==> config.mk <==
export PLATFORM = sky130hd
export DESIGN_NAME = rggen_bit_field_w01sc_event_flat
export DESIGN_NICKNAME = d
export VERILOG_FILES = /design/src/rtl/rggen_bit_field_w01sc_event_if.sv /design/src/rtl/rggen_bit_field_w01sc_event.sv /design/src/flat_wrapper.sv
export SDC_FILE = /design/constraint.sdc
export NUM_CORES = 1
export LEC_CHECK = 0
export BUFFER_PORTS_ARGS = -buffer_cell sky130_fd_sc_hd__clkbuf_2
export CAP_MARGIN = 20
export CORE_MARGIN = 2
export CORE_UTILIZATION = 25
export CTS_CLUSTER_SIZE = 12
export DETAILED_ROUTE_END_ITERATION = 6
export SLEW_MARGIN = 20
export SYNTH_ARGS = -nofsm -noshare
export SYNTH_HDL_FRONTEND = slang
export SYNTH_SLANG_ARGS = --single-unit
==> constraint.sdc <==
create_clock -name i_clk -period 1.6 [get_ports i_clk]
set_input_delay 0 -clock i_clk [delete_from_list [all_inputs] [get_ports i_clk]]
set_output_delay 0 -clock i_clk [all_outputs]
set_load 0.02 [all_outputs]
==> src/rtl/rggen_bit_field_w01sc_event_if.sv <==
// Register-to-bit-field access bundle: write strobe/data/mask in, read data and live value out.
interface rggen_bit_field_if #(
  parameter int WIDTH = 8
);
  logic             valid;
  logic [WIDTH-1:0] write_data;
  logic [WIDTH-1:0] write_mask;
  logic [WIDTH-1:0] read_data;
  logic [WIDTH-1:0] value;

  modport bit_field (
    input  valid,
    input  write_data,
    input  write_mask,
    output read_data,
    output value
  );
endinterface

==> src/rtl/rggen_bit_field_w01sc_event.sv <==
// Event/status bit field: sw W0C/W1C/W0S/W1S, hw set/clear (level or edge), sticky overflow, gated irq.
// Field value updates one cycle after the qualifying cycle; irq follows value by one more cycle.
module rggen_bit_field_w01sc_event #(
  parameter int               WIDTH           = 8,
  parameter logic [WIDTH-1:0] INITIAL_VALUE   = '0,
  parameter int               SW_MODE         = 1,
  parameter bit               EDGE_DETECT     = 1'b0,
  parameter bit               OVERFLOW_ENABLE = 1'b1
)(
  input  logic                 i_clk,
  input  logic                 i_rst_n,
  rggen_bit_field_if.bit_field bit_field_if,
  input  logic [WIDTH-1:0]     i_set,
  input  logic [WIDTH-1:0]     i_clear,
  input  logic [WIDTH-1:0]     i_enable,
  output logic [WIDTH-1:0]     o_value,
  output logic [WIDTH-1:0]     o_overflow,
  output logic [WIDTH-1:0]     o_sw_action,
  output logic                 o_irq
);
  localparam logic LVL      = (SW_MODE == 1) || (SW_MODE == 3);
  localparam bit   SET_MODE = (SW_MODE == 2) || (SW_MODE == 3);

  logic [WIDTH-1:0] r_value;
  logic [WIDTH-1:0] r_sw_action;
  logic             r_irq;
  logic [WIDTH-1:0] w_sw_hit;
  logic [WIDTH-1:0] w_sw_set;
  logic [WIDTH-1:0] w_sw_clr;
  logic [WIDTH-1:0] w_hw_set;
  logic [WIDTH-1:0] w_value_next;

  assign w_sw_hit = {WIDTH{bit_field_if.valid}} & bit_field_if.write_mask
                  & ~(bit_field_if.write_data ^ {WIDTH{LVL}});
  assign w_sw_set = SET_MODE ? w_sw_hit : '0;
  assign w_sw_clr = SET_MODE ? '0 : w_sw_hit;

  generate
    if (EDGE_DETECT) begin : g_edge
      logic [WIDTH-1:0] r_set_q;
      always_ff @(posedge i_clk or negedge i_rst_n) begin
        if (!i_rst_n) begin
          r_set_q <= '0;
        end else begin
          r_set_q <= i_set;
        end
      end
      assign w_hw_set = i_set & ~r_set_q;
    end else begin : g_level
      assign w_hw_set = i_set;
    end
  endgenerate

  // Set terms are ORed in last so a same-cycle clear never loses an event.
  assign w_value_next = (r_value & ~(i_clear | w_sw_clr)) | w_hw_set | w_sw_set;

  always_ff @(posedge i_clk or negedge i_rst_n) begin
    if (!i_rst_n) begin
      r_value     <= INITIAL_VALUE;
      r_sw_action <= '0;
      r_irq       <= 1'b0;
    end else begin
      r_value     <= w_value_next;
      r_sw_action <= w_sw_hit;
      r_irq       <= |(r_value & i_enable);
    end
  end

  generate
    if (OVERFLOW_ENABLE) begin : g_ovf
      logic [WIDTH-1:0] r_overflow;
      always_ff @(posedge i_clk or negedge i_rst_n) begin
        if (!i_rst_n) begin
          r_overflow <= '0;
        end else begin
          r_overflow <= (w_hw_set & r_value) | (r_overflow & ~(w_sw_clr | i_clear));
        end
      end
      assign o_overflow = r_overflow;
    end else begin : g_no_ovf
      assign o_overflow = '0;
    end
  endgenerate

  assign bit_field_if.read_data = r_value;
  assign bit_field_if.value     = r_value;
  assign o_value                = r_value;
  assign o_sw_action            = r_sw_action;
  assign o_irq                  = r_irq;
endmodule

==> src/flat_wrapper.sv <==
// flat-port wrapper written by rule: the top's interface ports become plain ports
module rggen_bit_field_w01sc_event_flat 
#(
  parameter int               WIDTH           = 8,
  parameter logic [WIDTH-1:0] INITIAL_VALUE   = '0,
  parameter int               SW_MODE         = 1,
  parameter bit               EDGE_DETECT     = 1'b0,
  parameter bit               OVERFLOW_ENABLE = 1'b1
)
  (i_clk, i_rst_n, i_set, i_clear, i_enable, o_value, o_overflow, o_sw_action, o_irq, bit_field_if_valid, bit_field_if_write_data, bit_field_if_write_mask, bit_field_if_read_data, bit_field_if_value);
  rggen_bit_field_if #(.WIDTH(WIDTH)) bit_field_if_i ();
  input  logic i_clk;
  input  logic i_rst_n;
  input  logic [WIDTH-1:0] i_set;
  input  logic [WIDTH-1:0] i_clear;
  input  logic [WIDTH-1:0] i_enable;
  output logic [WIDTH-1:0] o_value;
  output logic [WIDTH-1:0] o_overflow;
  output logic [WIDTH-1:0] o_sw_action;
  output logic o_irq;
  input wire logic [$bits(bit_field_if_i.valid)-1:0] bit_field_if_valid;
  input wire logic [$bits(bit_field_if_i.write_data)-1:0] bit_field_if_write_data;
  input wire logic [$bits(bit_field_if_i.write_mask)-1:0] bit_field_if_write_mask;
  output wire logic [$bits(bit_field_if_i.read_data)-1:0] bit_field_if_read_data;
  output wire logic [$bits(bit_field_if_i.value)-1:0] bit_field_if_value;
  assign bit_field_if_i.valid = bit_field_if_valid;
  assign bit_field_if_i.write_data = bit_field_if_write_data;
  assign bit_field_if_i.write_mask = bit_field_if_write_mask;
  assign bit_field_if_read_data = bit_field_if_i.read_data;
  assign bit_field_if_value = bit_field_if_i.value;
  rggen_bit_field_w01sc_event #(.WIDTH(WIDTH), .INITIAL_VALUE(INITIAL_VALUE), .SW_MODE(SW_MODE), .EDGE_DETECT(EDGE_DETECT), .OVERFLOW_ENABLE(OVERFLOW_ENABLE)) u_core (.i_clk(i_clk), .i_rst_n(i_rst_n), .bit_field_if(bit_field_if_i), .i_set(i_set), .i_clear(i_clear), .i_enable(i_enable), .o_value(o_value), .o_overflow(o_overflow), .o_sw_action(o_sw_action), .o_irq(o_irq));
endmodule
; Word level (Yosys, flattened, before mapping)
; Cells that the tools add are included.
[totals]
register_bits = 25
inputBits = 43
out_inout_bits = 41
wordCells = 17
[op_classes]
bitwise_logic = 12
n_reduce_logical = 1
[ops]
columns = operator, count
row1 = 8-bit AND, 6
row2 = 8-bit NOT, 3
row3 = 8-bit bitwise OR, 3
row4 = 8-bit OR reduction, 1

; Longest topological paths before layout
[logic_depth]
word_depth = 7
ltp_mapped = 3
ltp_nobuf = 2

; Worst setup path after synthesis
; OpenSTA, ideal clock, no wires.
[synth_timing]
path_type = register -> register
start = reg u_core.r_value[2], in the netlist u_core.bit_field_if.read_data[2]
end = reg u_core.r_irq, in the netlist u_core.o_irq
setup_time_ps = 135
arrival_time_ps = 756
setup_slack_ps = 709
path_stages_with_launch = 3
n_path_buf = 0
synth_period_minus_slack_ps = 891
path_cell_list = dfrtp_1 a22oi_1 nand4_1
[synth_via]
elab_chain_len = 2
[synth_lines]
columns = item, line
row1 = from (decl), rggen_bit_field_w01sc_event.sv:24  ; logic [WIDTH-1:0] r_value;
row2 = from (signal assigned), rggen_bit_field_w01sc_event.sv:63  ; r_value <= w_value_next;
row3 = 8-bit AND, rggen_bit_field_w01sc_event.sv:65  ; r_irq <= |(r_value & i_enable);
row4 = 8-bit OR reduction, rggen_bit_field_w01sc_event.sv:65
row5 = to (signal assigned), rggen_bit_field_w01sc_event.sv:65
row6 = to (decl), rggen_bit_field_w01sc_event.sv:26  ; logic r_irq;
; Every way passes these cells.

; Worst setup path after layout
[layout_timing]
start = reg u_core.r_value[5], in the netlist u_core.bit_field_if.read_data[5]
end = reg u_core.r_irq, in the netlist u_core.o_irq
; The elaborated chain is that of the path after synthesis.

==> results.json <==
{
  "syn_area_per_cell_um2": 13.08,
  "setup_viol": 0,
  "overflow": 0,
  "crit_family": "buffers and inverters",
  "synthTopCellsByArea": "dfrtp_1 61%, buf_4 12%, a22o_1 6.8%",
  "start_util_pct": 25.84,
  "numPlacedInstances": 195,
  "path_class": "reg2reg",
  "vias": 973,
  "synth_top_area_share_pct": 60.53,
  "clock_sinks": 25,
  "fmax_mhz": 710.4,
  "yosys_warnings": 0,
  "routed_wirelength_um": 2758,
  "fin_nets": 214,
  "grt_pass1_wl_um": 3919,
  "drc": 0,
  "ctsResizeCount": 0,
  "path_depth": 3,
  "grt_max_degree": 26,
  "startpoint_type": "flop",
  "diodes": 0,
  "r2r_cells": 3,
  "ios": 84,
  "power_density_nw_per_um2": 873.2,
  "fin_crit_sh_pct": 87.98,
  "cap_violations": 0,
  "portBuffers": 83,
  "synth_compound_area_share_pct": 20.34,
  "drtPass1Iterations": 3,
  "viasPerCell": 4.423,
  "drtIter0Drc": 13,
  "min_path_type": "in2reg",
  "core_um2": 4000,
  "avgRoutedWirePerCell_um": 12.54,
  "final_cell_mix": "83 x clkbuf_2, 25 x dfrtp_1, 21 x dlygate4sd3_1",
  "worst_clock_skew_ps": 1.621,
  "cts.path.max_buffers": 2,
  "postCtsSetupBuffers": 0,
  "final_cells": 220,
  "syn_inst": 79,
  "yosys.area.top_type": "dfrtp_1",
  "synth-simple-area-share_pct": 6.416,
  "synth_top_family_by_area": "compound AO/OA/AOI/OAI gates",
  "synth_xor_area_share_pct": 0,
  "max_stage_delay_ps": 580,
  "grt.total_usage_pct": 11.37,
  "cp-startpoint": "u_core.bit_field_if.read_data[5]",
  "die_x_um": 68.30,
  "clk_latency_ps": 260,
  "cp_slowest_cell": "dlygate4sd3_1",
  "slew_viol_final": 0,
  "die_h_um": 68.30,
  "status": "finished, final reports clean",
  "htreeDepth": 1,
  "max_slew_margin_pct": 59.02,
  "synth.distinct_cells": 9,
  "ys_seq_area_share_pct": 60.53,
  "synth_mux_area_share_pct": 0,
  "cp_cell_sequence": "a22oi_1, dlygate4sd3_1, nand4_1",
  "hold_viol": 0,
  "r2r_slack_ps": 190,
  "die_area_um2": 4664,
  "cp_max_fo": 6,
  "tightest_slew_ps": 614.7,
  "cts_tree": "built",
  "crit_required_ps": 1740,
  "p_leak_nw": 0.9000,
  "critPathCaptureType": "flop",
  "antenna_found_initial": 0,
  "ys_ff_latch": 25,
  "drt.antenna.violating_nets": 0,
  "tns_ps": 0,
  "gp_congestion": 0.7063,
  "reg2reg_to": "u_core.o_irq",
  "peakVddDrop_mv": 0.4071,
  "cp-endpoint": "u_core.o_irq",
  "cp_num_buf_inv": 1,
  "rows": 23,
  "synth_area_um2": 1033,
  "worstPathArrival_ps": 1550,
  "area_growth_pct": 58.23,
  "hpwlAfterDp_um": 2055,
  "cts_made_buffers": 3,
  "drive_above_1_share_pct": 55.29,
  "grt_pass1_vias": 952,
  "final_core_util_pct": 40.88,
  "cts.clk_slew.worst_paths_ps": 80,
  "synth_nets": 122,
  "r2r_start": "u_core.bit_field_if.read_data[5]",
  "root_buffer": "clkbuf_8",
  "synthAdderAreaFrac_pct": 0,
  "rsz0062_at_grt": "false",
  "period_needed_ps": 1408,
  "layout_commonest_cell": "clkbuf_2"
}
[routing by layer]
metal / part of all wire [%] / GRT usage, %
met4: 0.25 / 2.250
met1: 40 / 11.72
met2: 53 / 22.09
met5: 0 / 0
met3: 6.7 / 3.783
[metrics by stage]
stage          worst slack, ps  cell area, um2  total power [mW]  hold WS (ps)
6_report                 192.3            1635             1.428         4.472
5_1_grt                  98.04            1635             1.518         3.788
4_1_cts                  176.7            1615             1.457        0.7981
3_5_place_dp             683.1            1380             1.036         48.86
3_3_place_gp             717.8            1380             1.027         39.78
2_1_floorplan            709.0            1033            0.9169        -295.6
[cell families (layout without fill, tap and decap cells)]
| kind of cell | after synthesis | in the layout |
|---|---|---|
| AND/OR/NAND/NOR | 9 | 9 |
| buffers and inverters | 17 | 108 |
| AO/OA/AOI/OAI | 28 | 28 |
| flip-flops | 25 | 25 |
[final cells by class]
type                            count  area [um2]
Multi-Input combinational cell     37       276.5
Timing Repair Buffer              104       625.6
Tap cell                           50       62.56
Fill cell                         394        2365
Clock buffer                        4       45.04
Sequential cell                    25       625.6
[worst reg2reg max path: stages (launching register included)]
cell and delay, ps:
dfrtp_1 450, a22oi_1 190, dlygate4sd3_1 580, nand4_1 70
[sequential cells by signal (all words and copies together), names as in the netlist]
name                           count
u_core.bit_field_if.read_data      8
u_core.o_overflow                  8
u_core.o_sw_action                 8
u_core.o_irq                       1
[Yosys cell counts]
master / number
a22o_1: 8
buf_6: 1
a31oi_1: 8
buf_4: 16
a21o_1: 8
a22oi_1: 4
and3_2: 8
dfrtp_1: 25
nand4_1: 1
[power breakdown]
group	total, mW	switching (mW)	internal (mW)
combinational	0.348	0.191	0.157
clock	0.366	0.189	0.178
sequential	0.713	0.0374	0.676
total	1.43	0.417	1.01
[worst min path at each step]
stage                                                   to  depth (start not counted)  slack, ps                        from
after global placement               u_core.o_sw_action[4]                          1         40                     i_rst_n
after CTS                            u_core.o_sw_action[2]                          2        0.8  bit_field_if_write_mask[2]
after global routing                 u_core.o_sw_action[0]                          2          4  bit_field_if_write_mask[0]
final                                         u_core.o_irq                          3          4                 i_enable[4]
after floorplan           u_core.bit_field_if.read_data[0]                          0       -300                     i_rst_n
after detailed placement             u_core.o_sw_action[5]                          1         50                     i_rst_n
[repair_timing]
item	in CTS	in global routing
setup endpoints to repair	0	0
hold buffers	19	2
endpoints found under the hold margin	46	2
Note: power is estimated with default switching activity, not from simulation.
